==> src/rtl/neonfox_pkg.sv <==
// Shared types for the NeonFox program-counter sequencer: FSM states, branch
// condition codes, the fetch-address type and small helper functions.
package neonfox_pkg;

    typedef logic [15:0] pc_t;

    typedef enum logic [1:0] {
        BOOT  = 2'd0,
        RUN   = 2'd1,
        FLUSH = 2'd2
    } seq_state_t;

    localparam logic [1:0] COND_ALWAYS = 2'b00;
    localparam logic [1:0] COND_N      = 2'b01;
    localparam logic [1:0] COND_Z      = 2'b10;
    localparam logic [1:0] COND_P      = 2'b11;

    // flags arrive packed as {N,Z,P}
    function automatic logic cond_flag(input logic [1:0] sel, input logic [2:0] flags);
        case (sel)
            COND_N:  return flags[2];
            COND_Z:  return flags[1];
            COND_P:  return flags[0];
            default: return 1'b1;
        endcase
    endfunction

    function automatic pc_t sext10(input logic [9:0] v);
        return {{6{v[9]}}, v};
    endfunction

endpackage

==> src/rtl/pc_sequencer_return_stack.sv <==
// Hardware return stack (LIFO) for call/ret. Build option PC_SEQ_STACK_GUARD_EN
// suppresses push-at-full and pop-at-empty; otherwise the pointer wraps silently.
import neonfox_pkg::*;

module return_stack #(
    parameter int STACK_DEPTH = 16
) (
    input  logic clk,
    input  logic rst_n,
    input  logic push,
    input  logic pop,
    input  pc_t  push_data,
    output pc_t  top,
    output logic full,
    output logic empty
);
    localparam int AW = $clog2(STACK_DEPTH);

    pc_t            mem [STACK_DEPTH];
    logic [AW-1:0]  sp;
    logic [AW-1:0]  sp_dec;
    logic [AW:0]    count;
    logic           do_push;
    logic           do_pop;

    assign sp_dec = sp - AW'(1);
    assign top    = mem[sp_dec];
    assign full   = (count == (AW+1)'(STACK_DEPTH));
    assign empty  = (count == '0);

`ifdef PC_SEQ_STACK_GUARD_EN
    assign do_push = push & ~full;
    assign do_pop  = pop & ~empty;
`else
    assign do_push = push;
    assign do_pop  = pop;
`endif

    // count only tracks occupancy for full/empty; sp alone addresses the storage
    always_ff @(posedge clk or negedge rst_n) begin
        if (!rst_n) begin
            sp    <= '0;
            count <= '0;
        end else begin
            if (do_push) begin
                sp <= sp + AW'(1);
                if (!full) count <= count + (AW+1)'(1);
            end else if (do_pop) begin
                sp <= sp_dec;
                if (!empty) count <= count - (AW+1)'(1);
            end
        end
    end

    // NOTE: storage has no reset; validity is tracked by sp/count, so clearing it buys nothing.
    always_ff @(posedge clk) begin
        if (do_push) mem[sp] <= push_data;
    end

endmodule

==> src/rtl/pc_sequencer.sv <==
// NeonFox program-counter sequencer: fetch address, branch resolution, return stack
// and squash control. Build option PC_SEQ_STACK_GUARD_EN enables stack over/underflow guarding.
import neonfox_pkg::*;

module pc_sequencer #(
    parameter pc_t RESET_PC    = 16'h0000,
    parameter int  PIPE_DEPTH  = 2,
    parameter int  STACK_DEPTH = 16
) (
    input  logic        clk,
    input  logic        rst_n,
    input  logic        hazard,
    input  logic        p_cache_miss,
    input  logic        pc_jmp,
    input  logic        pc_brx,
    input  logic        pc_brxt,
    input  logic        pc_call,
    input  logic        pc_ret,
    input  logic [1:0]  cond_sel,
    input  logic [9:0]  I_field,
    input  logic [2:0]  flags,
    input  logic [15:0] jmp_target,
    output logic [15:0] pc,
    output logic        jmp_rst,
    output logic        brx_rst,
    output logic        squash,
    output logic        stack_err
);
    seq_state_t state;
    logic [2:0] flush_cnt;
    pc_t        chain [PIPE_DEPTH];
    pc_t        cur_pc;
    pc_t        stk_top;
    pc_t        ret_pc;
    logic       stk_full;
    logic       stk_empty;
    logic       advance;
    logic       evaluate;
    logic       br_taken;
    logic       jump;
    logic       push;
    logic       pop;
    logic       redirect;

    assign advance  = ~hazard & ~p_cache_miss;
    // strobes seen outside RUN belong to squashed fetches and are ignored
    assign evaluate = advance & (state == RUN);
    assign cur_pc   = chain[PIPE_DEPTH-1];
    assign br_taken = pc_brx & ((cond_sel == COND_ALWAYS) | (cond_flag(cond_sel, flags) ^ pc_brxt));
    assign jump     = pc_jmp | pc_call;
    assign pop      = evaluate & pc_ret;
    assign push     = evaluate & ~pc_ret & pc_call;
    assign redirect = evaluate & (pc_ret | jump | br_taken);

    return_stack #(.STACK_DEPTH(STACK_DEPTH)) u_stack (
        .clk       (clk),
        .rst_n     (rst_n),
        .push      (push),
        .pop       (pop),
        .push_data (cur_pc + 16'd1),
        .top       (stk_top),
        .full      (stk_full),
        .empty     (stk_empty)
    );

`ifdef PC_SEQ_STACK_GUARD_EN
    assign ret_pc = stk_empty ? RESET_PC : stk_top;

    always_ff @(posedge clk or negedge rst_n) begin
        if (!rst_n)                                         stack_err <= 1'b0;
        else if ((push & stk_full) | (pop & stk_empty))     stack_err <= 1'b1;
    end
`else
    logic unused_stack_flags;
    assign unused_stack_flags = &{1'b0, stk_full, stk_empty};
    assign ret_pc    = stk_top;
    assign stack_err = 1'b0;
`endif

    // NOTE: all sequential state uses non-blocking assignment so the chain shifts as true registers.
    always_ff @(posedge clk or negedge rst_n) begin
        if (!rst_n) begin
            pc        <= RESET_PC;
            for (int i = 0; i < PIPE_DEPTH; i++) chain[i] <= '0;
            state     <= BOOT;
            flush_cnt <= '0;
            squash    <= 1'b1;
            jmp_rst   <= 1'b0;
            brx_rst   <= 1'b0;
        end else begin
            jmp_rst <= evaluate & jump;
            brx_rst <= evaluate & pc_brx;

            if (advance) begin
                chain[0] <= pc;
                for (int i = 1; i < PIPE_DEPTH; i++) chain[i] <= chain[i-1];
                if (pop)                       pc <= ret_pc;
                else if (evaluate & jump)      pc <= jmp_target;
                else if (evaluate & br_taken)  pc <= cur_pc + sext10(I_field);
                else                           pc <= pc + 16'd1;
            end

            case (state)
                BOOT: begin
                    state  <= RUN;
                    squash <= 1'b0;
                end
                RUN: begin
                    if (redirect) begin
                        state     <= FLUSH;
                        flush_cnt <= '0;
                        squash    <= 1'b1;
                    end
                end
                FLUSH: begin
                    // one squashed slot per advancing cycle until the wrong-path fetches drain
                    if (advance) begin
                        if (flush_cnt == 3'(PIPE_DEPTH - 1)) begin
                            state  <= RUN;
                            squash <= 1'b0;
                        end else begin
                            flush_cnt <= flush_cnt + 3'd1;
                        end
                    end
                end
                default: begin
                    state  <= BOOT;
                    squash <= 1'b1;
                end
            endcase
        end
    end

endmodule
==> config.mk <==
export PLATFORM = sky130hd
export DESIGN_NAME = pc_sequencer
export DESIGN_NICKNAME = d
export VERILOG_FILES = /design/src/rtl/neonfox_pkg.sv /design/src/rtl/pc_sequencer_return_stack.sv /design/src/rtl/pc_sequencer.sv
export SDC_FILE = /design/constraint.sdc
export NUM_CORES = 1
export LEC_CHECK = 0
export ABC_AREA = 1
export CORE_MARGIN = 2
export CORE_UTILIZATION = 33
export CTS_BUF_LIST = sky130_fd_sc_hd__clkbuf_16
export CTS_CLUSTER_DIAMETER = 40
export DETAILED_ROUTE_END_ITERATION = 12
export GPL_TIMING_DRIVEN = 0
export SLEW_MARGIN = 10
export SYNTH_ARGS = -nofsm -noshare
export SYNTH_HDL_FRONTEND = slang
export SYNTH_SLANG_ARGS = --single-unit
==> constraint.sdc <==
create_clock -name clk -period 2.7 [get_ports clk]
set_input_delay 0.54 -clock clk [delete_from_list [all_inputs] [get_ports clk]]
set_output_delay 0.54 -clock clk [all_outputs]
set_load 0.01 [all_outputs]
==> summary.txt <==
Detailed routing
  • Routed length per instance: 19.8 µm
  • DR vias: roughly 11,000
  • Total length of routed wires: around 43,000 µm
  • Via-to-Cell Ratio: between 5 and 6
  • Number of remaining DRC errors: 0
  • Final ANT Viol Nets: 0
  • Initial DRC count: around 1,200
  • Drt first pass iters: 5

Synthesis
  • Synthesized cell area: between 10,000 and 15,000 µm²
  • Most common flop cell mapped by yosys: edfxtp_1
  • Post-synth EDFFs: 256
  • Synth top area cells: edfxtp_1 52%, dfrtp_1 10%, o21ai_0 6.4%
  • Count leader, synth: edfxtp_1
  • Syn Area/Cell: 10.3 µm²
  • Mapped Nets: 1,495
  • Register area share after synthesis: 0.626
  • Leading area contributor after synthesis: edfxtp_1
  • FFs w/ async S/R, synth: 0.190
  • Ys Warns: 0
  • Synth Register Bits: 316
  • Syn Inst Count: between 1,000 and 1,500
  • Netlist cell types: 42
  • Synth cell count leaders: 256 x edfxtp_1, 246 x nand2_1, 241 x nor2_1
  • Post-synth top area share: 0.524

Cells and area
  • Fill cells: between 4,000 and 5,000
  • Design Area, Final: approximately 18,000 µm²
  • Area taken by multi-input logic gates: 4990 µm²
  • NumNets Final: between 1,500 and 2,000
  • Area delta synth->final: 24.0%
  • Non-Filler Instances: 2,192
  • Diode count: 0
  • Core Util, Final: 0.413
  • Layout cells sized above 1: 0.131
  • Register Area: between 9000 and 10,000 µm²

Timing
  • Period minus WS final: between 2 and 3 ns
  • Setup violations, final: 0
  • Worst Tran Pin Value: 1.19 ns
  • Final WS setup: roughly 0.10 ns
  • Count of pins over their slew limit: 0
  • Setup TNS Final: 0 ns
  • Worst-case clock skew: around 0.025 ns
  • Period utilisation layout: 0.962
  • Slew HR: 0.202
  • Max Clk Rate: about 390 MHz
  • Hold Vio Cnt, Final: 0

CTS
  • Clock root buffer: clkbuf_16
  • Worst-skew pair later-pin latency: between 0.5 and 0.6 ns
  • CTS hold repair buffers: 0
  • CTS Buf Count: 44
  • Sink Count: ~320
  • H-Tree Level Count: 2
  • CTS tree: built
  • CTS clk-pin slew, worst paths: around 0.050 ns
  • Clk buf depth: 3

Flow run
  • MaxCap Viol Count: 0

GRT
  • Gr ovfl total: 0
  • Vias in the first global route: between 10,000 and 15,000
  • First-pass GRT wire length: 66,400 µm
  • GRT Overall Usage: 0.187
  • Initial antenna violation count: 0
  • Largest net degree at the start of global routing: between 60 and 70

Worst setup path
  • Worst Path Max Fanout: 12
  • Worst Setup End Kind: flop
  • Worst EP required: ~3.2 ns
  • Critical path startpoint category: flop
  • WS Path Type: flop to flop
  • Worst EP arrival: 3.06 ns

Die
  • Initial Utilization: 0.333
  • Core Rows: 77
  • IO Pins: 60
  • Die height: approximately 210 µm
  • Die width: about 210 µm
  • Core region area: between 40,000 and 50,000 µm²
  • Die ar.: about 46,000 µm²

Power and ir drop
  • Leak pwr: roughly 6.8 nW
  • Pwr per Cell Area: about 1200 nW/µm²
  • Worst IR Drop VDD: approximately 540 µV

Placement
  • Port-buffer cells: a little under 60
  • DP Area: 16,500 µm²
  • Pre-CTS WS: -0.780 ns
  • Dpl hpwl: about 31,000 µm
  • RePlAce Congestion: slightly above 0.9
  • Cell Count Post-Placement: 2,104

Outcome
  • Status: finished clean

Min path
  • Hold Crit Class: input pin to asynchronous set/reset pin
-- path summary, 6_finish.rpt --
kind / slack, ns / cells past startpoint / end / from
max: 0.10 / 12 / pc[2] / u_stack.sp[0]
min: 0.07 / 1 / pc[11] / rst_n
max reg2reg: 0.10 / 12 / pc[2] / u_stack.sp[0]
min reg2reg: 0.48 / 2 / chain[24] / chain[24]
max in group asynchronous: 2.04 / 1 / u_stack.sp[0] / rst_n
min in group clk: 0.48 / 2 / chain[24] / chain[24]
-- registers in the layout, indices dropped and copies added, names as in the netlist --
name and cells:
squash 1, brx_rst 1, u_stack.mem 256, pc 16, state 2, flush_cnt 3, u_stack.sp 4, chain 16
cur_pc 16, jmp_rst 1
-- cell families (layout without fill, tap and decap cells) --
kind of cell,Yosys count,after routing,share of synthesized area
simple gates,595,595,0.165
fa+ha+maj,25,25,0.0218
other cells,1,1,0.000256
xor+xnor,35,35,0.0227
buf+inv,162,332,0.0478
compound gates,296,296,0.116
flops,316,316,0.626
-- report_power, final --
group | internal, mW | switching (mW)
Combinational | 3.05 | 6.02
Clock | 3.64 | 2.18
Sequential | 6.06 | 0.588
-- cells in the final DEF (no fill, tap or decap), types with 7 or more instances in the layout --
cell and n:
clkinv_1 8, nand2_1 245, a21oi_1 29, clkbuf_16 45, nor2_2 14, clkbuf_1 18, dfrtp_1 58, buf_8 21
ha_1 24, inv_1 94, buf_2 26, o221ai_1 7, nand3_1 78, clkdlybuf4s50_1 57, edfxtp_1 256, o211ai_1 56
nor2_1 224, xor2_1 12, clkinvlp_4 7, xor2_2 10, buf_6 10, o21ai_0 179, xnor2_1 9, buf_4 13
nand4_1 9, o21ai_1 12
-- critical path, stage by stage (launching register included) --
cell and delay, ns:
dfrtp_2 0.49, inv_8 0.07, buf_6 0.16, ha_1 0.31, clkbuf_1 0.39, o21ai_0 0.15
o21ai_0 0.48, o211ai_2 0.12, nand3_1 0.08, nand2_1 0.05, inv_1 0.09, nand2_1 0.06
nand2_1 0.05
-- stage by stage --
step	power (mW)	hold WS [ns]
after floorplan	11.8	0.244
after global placement	15.0	0.457
after detailed placement	15.3	0.466
after CTS	21.3	0.0956
after global routing	22.7	0.145
final	21.5	0.0711
-- what timing repair did --
action	in CTS	in global routing
resized for setup	28	28
endpoints found under the hold margin	0	0
pin swaps	0	5
buffers inserted	1	6
setup endpoints to repair	123	131
-- metal layers --
layer | global-route usage | wire, µm | share of wire | vias up
met3 | 0.0300 | 3110 | 0.072 | 63
met1 | 0.259 | 18800 | 0.43 | 5489
met5 | 0 | 0 | 0 | -
met2 | 0.305 | 20700 | 0.48 | 417
met4 | 0.0537 | 896 | 0.021 | 0
li1 | - | - | - | 5230
-- final cells by class --
| class | instances | area share |
|---|---|---|
| flip-flops and latches | 316 | 0.505 |
| clock buffers | 45 | 0.0619 |
| inverters | 94 | 0.0199 |
| multi-input cells | 952 | 0.274 |
| clock inverters | 37 | 0.0206 |
| repair buffers | 89 | 0.0561 |
| well taps | 592 | 0.0407 |
| plain buffers | 67 | 0.0214 |
Power figures use the tool's default switching activity.
